<file path="config.mk">
export PLATFORM = sky130hd
export DESIGN_NAME = uart_tx_sched
export DESIGN_NICKNAME = d
export VERILOG_FILES = /design/src/rtl/uart_tx_sched.sv
export SDC_FILE = /design/constraint.sdc
export NUM_CORES = 1
export LEC_CHECK = 0
export BUFFER_PORTS_ARGS = -buffer_cell sky130_fd_sc_hd__buf_2
export CAP_MARGIN = 20
export CORE_MARGIN = 2
export CORE_UTILIZATION = 40
export CTS_CLUSTER_DIAMETER = 40
export DETAILED_ROUTE_END_ITERATION = 8
export PLACE_DENSITY = 0.73
export SYNTH_ARGS = -nofsm -noshare
export SYNTH_HDL_FRONTEND = slang
export SYNTH_SLANG_ARGS = --single-unit
</file>
<file path="constraint.sdc">
create_clock -name clk -period 2.49 [get_ports clk]
set_clock_uncertainty 0.15 [all_clocks]
set_input_delay 0.3735 -clock clk [delete_from_list [all_inputs] [get_ports clk]]
set_output_delay 0.3735 -clock clk [all_outputs]
set_load 0.05 [all_outputs]
</file>
<file path="src/rtl/uart_tx_sched.sv">
// -----------------------------------------------------------------------------
// uart_tx_sched
//
// Round-robin message scheduler that shares one byte-level UART transmitter
// between NUM_REQ requesters. A requester is granted for a whole message,
// from its first byte to its last byte. Its bytes are passed straight through
// to the transmitter using a valid/ready handshake. After each message a
// fixed idle gap is enforced. Messages longer than MAX_BYTES are cut, and the
// remaining bytes are sent as a new message on a later grant.
//
// Parameters
//   NUM_REQ     number of requesters (2..8)
//   GAP_CYCLES  idle clk cycles after each message (0 = no gap)
//   MAX_BYTES   maximum bytes per message before truncation (1..65535)
//   IDX_W       width of the grant index
//
// Ports
//   clk        system clock
//   rst_n      synchronous active-low reset, sampled on posedge clk
//   req_valid  per-requester byte valid
//   req_data   per-requester byte; requester i uses bits [8*i+7:8*i]
//   req_last   final byte of a message, qualified by req_valid
//   req_ready  per-requester byte accept (only the grantee can be high)
//   tx_data    byte to the UART transmitter
//   tx_valid   byte valid to the transmitter
//   tx_ready   transmitter accepts the byte
//   busy       high in ARB, XFER and GAP
//   grant_id   index of the current or most recent grantee
//   msg_count  completed or truncated messages, wraps to 0
//   trunc_stb  one-cycle pulse after a message is truncated
// -----------------------------------------------------------------------------
module uart_tx_sched #(
   parameter int NUM_REQ    = 4,
   parameter int GAP_CYCLES = 16,
   parameter int MAX_BYTES  = 64,
   parameter int IDX_W      = $clog2(NUM_REQ)
) (
   input  logic                   clk,
   input  logic                   rst_n,
   input  logic [NUM_REQ-1:0]     req_valid,
   input  logic [NUM_REQ*8-1:0]   req_data,
   input  logic [NUM_REQ-1:0]     req_last,
   output logic [NUM_REQ-1:0]     req_ready,
   output logic [7:0]             tx_data,
   output logic                   tx_valid,
   input  logic                   tx_ready,
   output logic                   busy,
   output logic [IDX_W-1:0]       grant_id,
   output logic [15:0]            msg_count,
   output logic                   trunc_stb
);

   typedef enum logic [1:0] {
      S_IDLE,
      S_ARB,
      S_XFER,
      S_GAP
   } state_e;

   // After a message ends, skip the gap state entirely when no gap is wanted.
   localparam state_e END_STATE = (GAP_CYCLES == 0) ? S_IDLE : S_GAP;

   state_e           state_q;
   logic [IDX_W-1:0] grant_q;
   logic [IDX_W-1:0] last_grant_q;
   logic [15:0]      byte_cnt_q;
   logic [15:0]      gap_cnt_q;
   logic [15:0]      msg_count_q;
   logic             trunc_q;

   // Round-robin winner, searched from last_grant+1 upward with wrap.
   logic [IDX_W-1:0] win_idx_d;
   logic             win_found_d;
   logic [IDX_W-1:0] cand;

   // Signals of the currently granted requester.
   logic             sel_valid;
   logic             sel_last;
   logic [7:0]       sel_data;
   logic             handshake;
   logic             max_hit;

   // NOTE: every variable assigned in an always_comb gets a default at the
   // top of the block, so no path can leave it unassigned and infer a latch.
   always_comb begin
      win_found_d = 1'b0;
      win_idx_d   = '0;
      cand        = last_grant_q;
      for (int k = 0; k < NUM_REQ; k++) begin
         cand = (cand == IDX_W'(NUM_REQ - 1)) ? '0 : cand + 1'b1;
         if (!win_found_d && req_valid[cand]) begin
            win_found_d = 1'b1;
            win_idx_d   = cand;
         end
      end
   end

   // Combinational passthrough of the grantee while in XFER.
   always_comb begin
      sel_valid = req_valid[grant_q];
      sel_last  = req_last[grant_q];
      sel_data  = req_data[{grant_q, 3'b000} +: 8];
      tx_valid  = 1'b0;
      tx_data   = '0;
      req_ready = '0;
      if (state_q == S_XFER) begin
         tx_valid           = sel_valid;
         tx_data            = sel_data;
         req_ready[grant_q] = tx_ready;
      end
   end

   assign handshake = (state_q == S_XFER) && sel_valid && tx_ready;
   // The byte being accepted is the MAX_BYTES-th of this message.
   assign max_hit   = (byte_cnt_q == 16'(MAX_BYTES - 1));

   // NOTE: state registers use non-blocking assignments only, so every flop
   // samples the values from before the edge regardless of statement order.
   always_ff @(posedge clk) begin
      if (!rst_n) begin
         state_q      <= S_IDLE;
         grant_q      <= '0;
         last_grant_q <= IDX_W'(NUM_REQ - 1);
         byte_cnt_q   <= '0;
         gap_cnt_q    <= '0;
         msg_count_q  <= '0;
         trunc_q      <= 1'b0;
      end else begin
         trunc_q <= 1'b0;
         case (state_q)
            S_IDLE: begin
               if (|req_valid) begin
                  state_q <= S_ARB;
               end
            end

            S_ARB: begin
               if (win_found_d) begin
                  grant_q      <= win_idx_d;
                  last_grant_q <= win_idx_d;
                  byte_cnt_q   <= '0;
                  state_q      <= S_XFER;
               end else begin
                  state_q <= S_IDLE;
               end
            end

            S_XFER: begin
               // A stalled grantee keeps the grant; only a handshake advances.
               if (handshake) begin
                  byte_cnt_q <= byte_cnt_q + 16'd1;
                  if (sel_last || max_hit) begin
                     // When last and the length limit coincide, the message
                     // ended naturally and is not reported as truncated.
                     trunc_q     <= !sel_last;
                     msg_count_q <= msg_count_q + 16'd1;
                     gap_cnt_q   <= '0;
                     state_q     <= END_STATE;
                  end
               end
            end

            S_GAP: begin
               if (gap_cnt_q == 16'(GAP_CYCLES - 1)) begin
                  gap_cnt_q <= '0;
                  state_q   <= S_IDLE;
               end else begin
                  gap_cnt_q <= gap_cnt_q + 16'd1;
               end
            end

            default: state_q <= S_IDLE;
         endcase
      end
   end

   assign busy      = (state_q != S_IDLE);
   assign grant_id  = grant_q;
   assign msg_count = msg_count_q;
   assign trunc_stb = trunc_q;

endmodule

</file>
==> results.yml <==
status:
  status: "completed"
place:
  place_area_um2: 3560
  portBuffers: 75
  place.gp.congestion: 0.778
  dpl.hpwl_mm: 5.55
setup_path:
  r2r_slack_ns: 0.15
  rr_worst_depth: 6
  crit_slowest_cell: "mux4_2"
  crit_path_end_kind: "output port"
  worst_path_dominant_cell_family: "multiplexers"
  path_max_fanout: 8
  timing.rr.start: "byte_cnt_q[0]$_SDFFE_PN0P_"
  required_ns: 1.97
  r2r-end: "gap_cnt_q[13]$_SDFFE_PN0P_"
  start_kind: "flop"
  critPathArrivalTime_ns: 1.84
  path_depth: 4
  path_buf_inv: 2
  cp-startpoint: "grant_id[0]$_SDFFE_PN0P_"
  critical_path_class: "flop to output port"
  slowest_delay_ns: 0.51
  crit_end: "tx_data[4]"
  path_cells: "buf_4, mux4_2, and2_1, buf_2"
cts:
  clk_latency_ns: 0.31
  path_clk_slew_ns: 0.10
  cts_max_path_buffers: 2
  cts_tree: "built"
  numCtsBuffers: 5
  htreeDepth: 2
  cts_root_buf: "clkbuf_8"
  cts.sink_count: 55
min_path:
  worstHoldPathType: "input pin to flop"
  min-delay-start: "rst_n"
layout:
  nNetsFinal: 466
  layout-drive-gt1-share_pct: 28.1
  seqCellArea_um2: 1100
  multi_input_area_um2: 1890
  design_area_um2: 3680
  n_antenna_cell: 0
  area.growth.synth_to_final_pct: 18.5
  n_fill_cell: 726
sta:
  post-route-min-period_ns: 2.36
  tns_ns: 0
  hold_viol: 0
  rsz0062_at_grt: "no"
  slew_viol_final: 0
  setup_violations: 0
  min_period_over_period_pct: 94.9
  fmax_mhz: 423
  fin_hold_ws_ns: 0.183
  tightest_slew_ns: 0.774
  relSlewSlack_pct: 48.4
die:
  die-area_um2: 8480
  die-width_um: 92.1
  initial_utilization_pct: 40.8
  num_rows: 32
  dieHeight_um: 92.1
  core_area_um2: 7610
  ios: 76
detailed_routing:
  drc: 0
  routedWlPerCell_um: 14.4
  first_pass_iters: 6
  vias_per_cell: 5.59
  drt_iter0_drc: 107
  vias: 2918
  ant_nets: 0
  routed_wl_mm: 7.51
logic_synthesis:
  synth_cells: 348
  netlist_area_um2: 3100
  synth_top_cell_area_share_pct: 35.5
  synth.most_common_cell: "dfxtp_1"
  synth_seq_cells: 55
  ys_seq_area_share_pct: 35.5
  syn_nets: 395
  yosys_warnings: 0
  synth_commonest_cells: "55 x dfxtp_1, 32 x nor2_1, 28 x nand2_1"
  synth_edf_count: 0
  synth_cell_types: 48
  synth_area_leader_cell: "dfxtp_1"
  synthFlopType: "dfxtp_1"
  synthArstFlopShare_pct: 0
  synthTopCellsByArea: "dfxtp_1 35%, mux4_2 7.3%, xor2_1 5.1%"
  synth_area_per_cell_um2: 8.92
global_route:
  grt_pass1_vias: 2737
  grt_use_total_pct: 17.7
  grt_pass1_wl_mm: 12.4
  grt-ovfl-total: 0
  antenna_found_initial: 0
  grt_max_degree: 25
pwr:
  p_leak_uw: 0.00144
  total_power_uw: 1890
  power.density_nw_per_um2: 514
  ir_drop_mv: 0.409
run:
  cap_violations: 0
[routing by layer]
metal,vias up,track usage [%],part of all wire (%),wire length (um)
met2,95,32.5,49,3710
met3,8,3.94,6.2,463
met4,0,5.60,1.4,103
met5,-,0,0,0
li1,1423,-,-,-
met1,1392,20.3,43,3240
[state kept, by name (all words and copies together), names as in the netlist, named ones only]
name	flops
byte_cnt_q	16
gap_cnt_q	16
msg_count	16
grant_id	2
last_grant_q	2
state_q	1
trunc_stb	1
[final cells by class]
cell class,count,area share (%)
clock inverters,3,1.19
well taps,102,3.47
clock buffers,5,1.87
repair buffers,80,11.2
flip-flops and latches,55,30.0
inverters,8,0.816
multi-input cells,269,51.4
[cell families after synthesis]
| group | synth area share [%] |
|---|---|
| simple gates | 29.9 |
| compound gates | 13.6 |
| flops | 35.5 |
| xor+xnor | 7.34 |
| buf+inv | 4.47 |
| mux | 7.62 |
| fa+ha+maj | 1.61 |
[placed cells by master, fill, tap and decap left out, drive strengths merged, types with 11 or more instances in the layout]
cell type,netlist,routed
a21oi,25,25
and2,12,12
and3,11,11
buf,7,80
dfxtp,55,55
nand2,29,29
nand3,22,22
nor2,32,32
nor3,11,11
nor4,11,11
or3,11,11
xor2,18,18
[per-stage QoR]
stage	setup slack [ns]	std cells	util, %
3_5_place_dp	0.116	514	46.8
6_report	0.128	522	48.4
2_1_floorplan	0.0413	348	-
3_3_place_gp	0.183	514	46.8
4_1_cts	0.0311	522	48.3
5_1_grt	0.00186	522	48.4
[timing repair]
item                       4_1_cts  5_1_grt
setup endpoints to repair        0       11
gates resized for setup          0        1
buffers inserted                 0        0
hold buffers                     0        0
[how the worst min path moves through the flow]
stage	to	slack (ns)	cells past startpoint
2_1_floorplan	last_grant_q[1]$_SDFFE_PN1P_	0.29	2
3_3_place_gp	gap_cnt_q[15]$_SDFFE_PN0P_	0.32	2
3_5_place_dp	gap_cnt_q[15]$_SDFFE_PN0P_	0.32	2
4_1_cts	last_grant_q[1]$_SDFFE_PN1P_	0.18	2
5_1_grt	last_grant_q[1]$_SDFFE_PN1P_	0.19	2
6_report	last_grant_q[0]$_SDFFE_PN1P_	0.18	2
[report_power, final]
part	switching [uW]	internal, uW	total, uW
registers	24.4	896	920
logic	246	130	376
clock network	292	300	592
No activity file was read; power rests on OpenSTA's default activity.
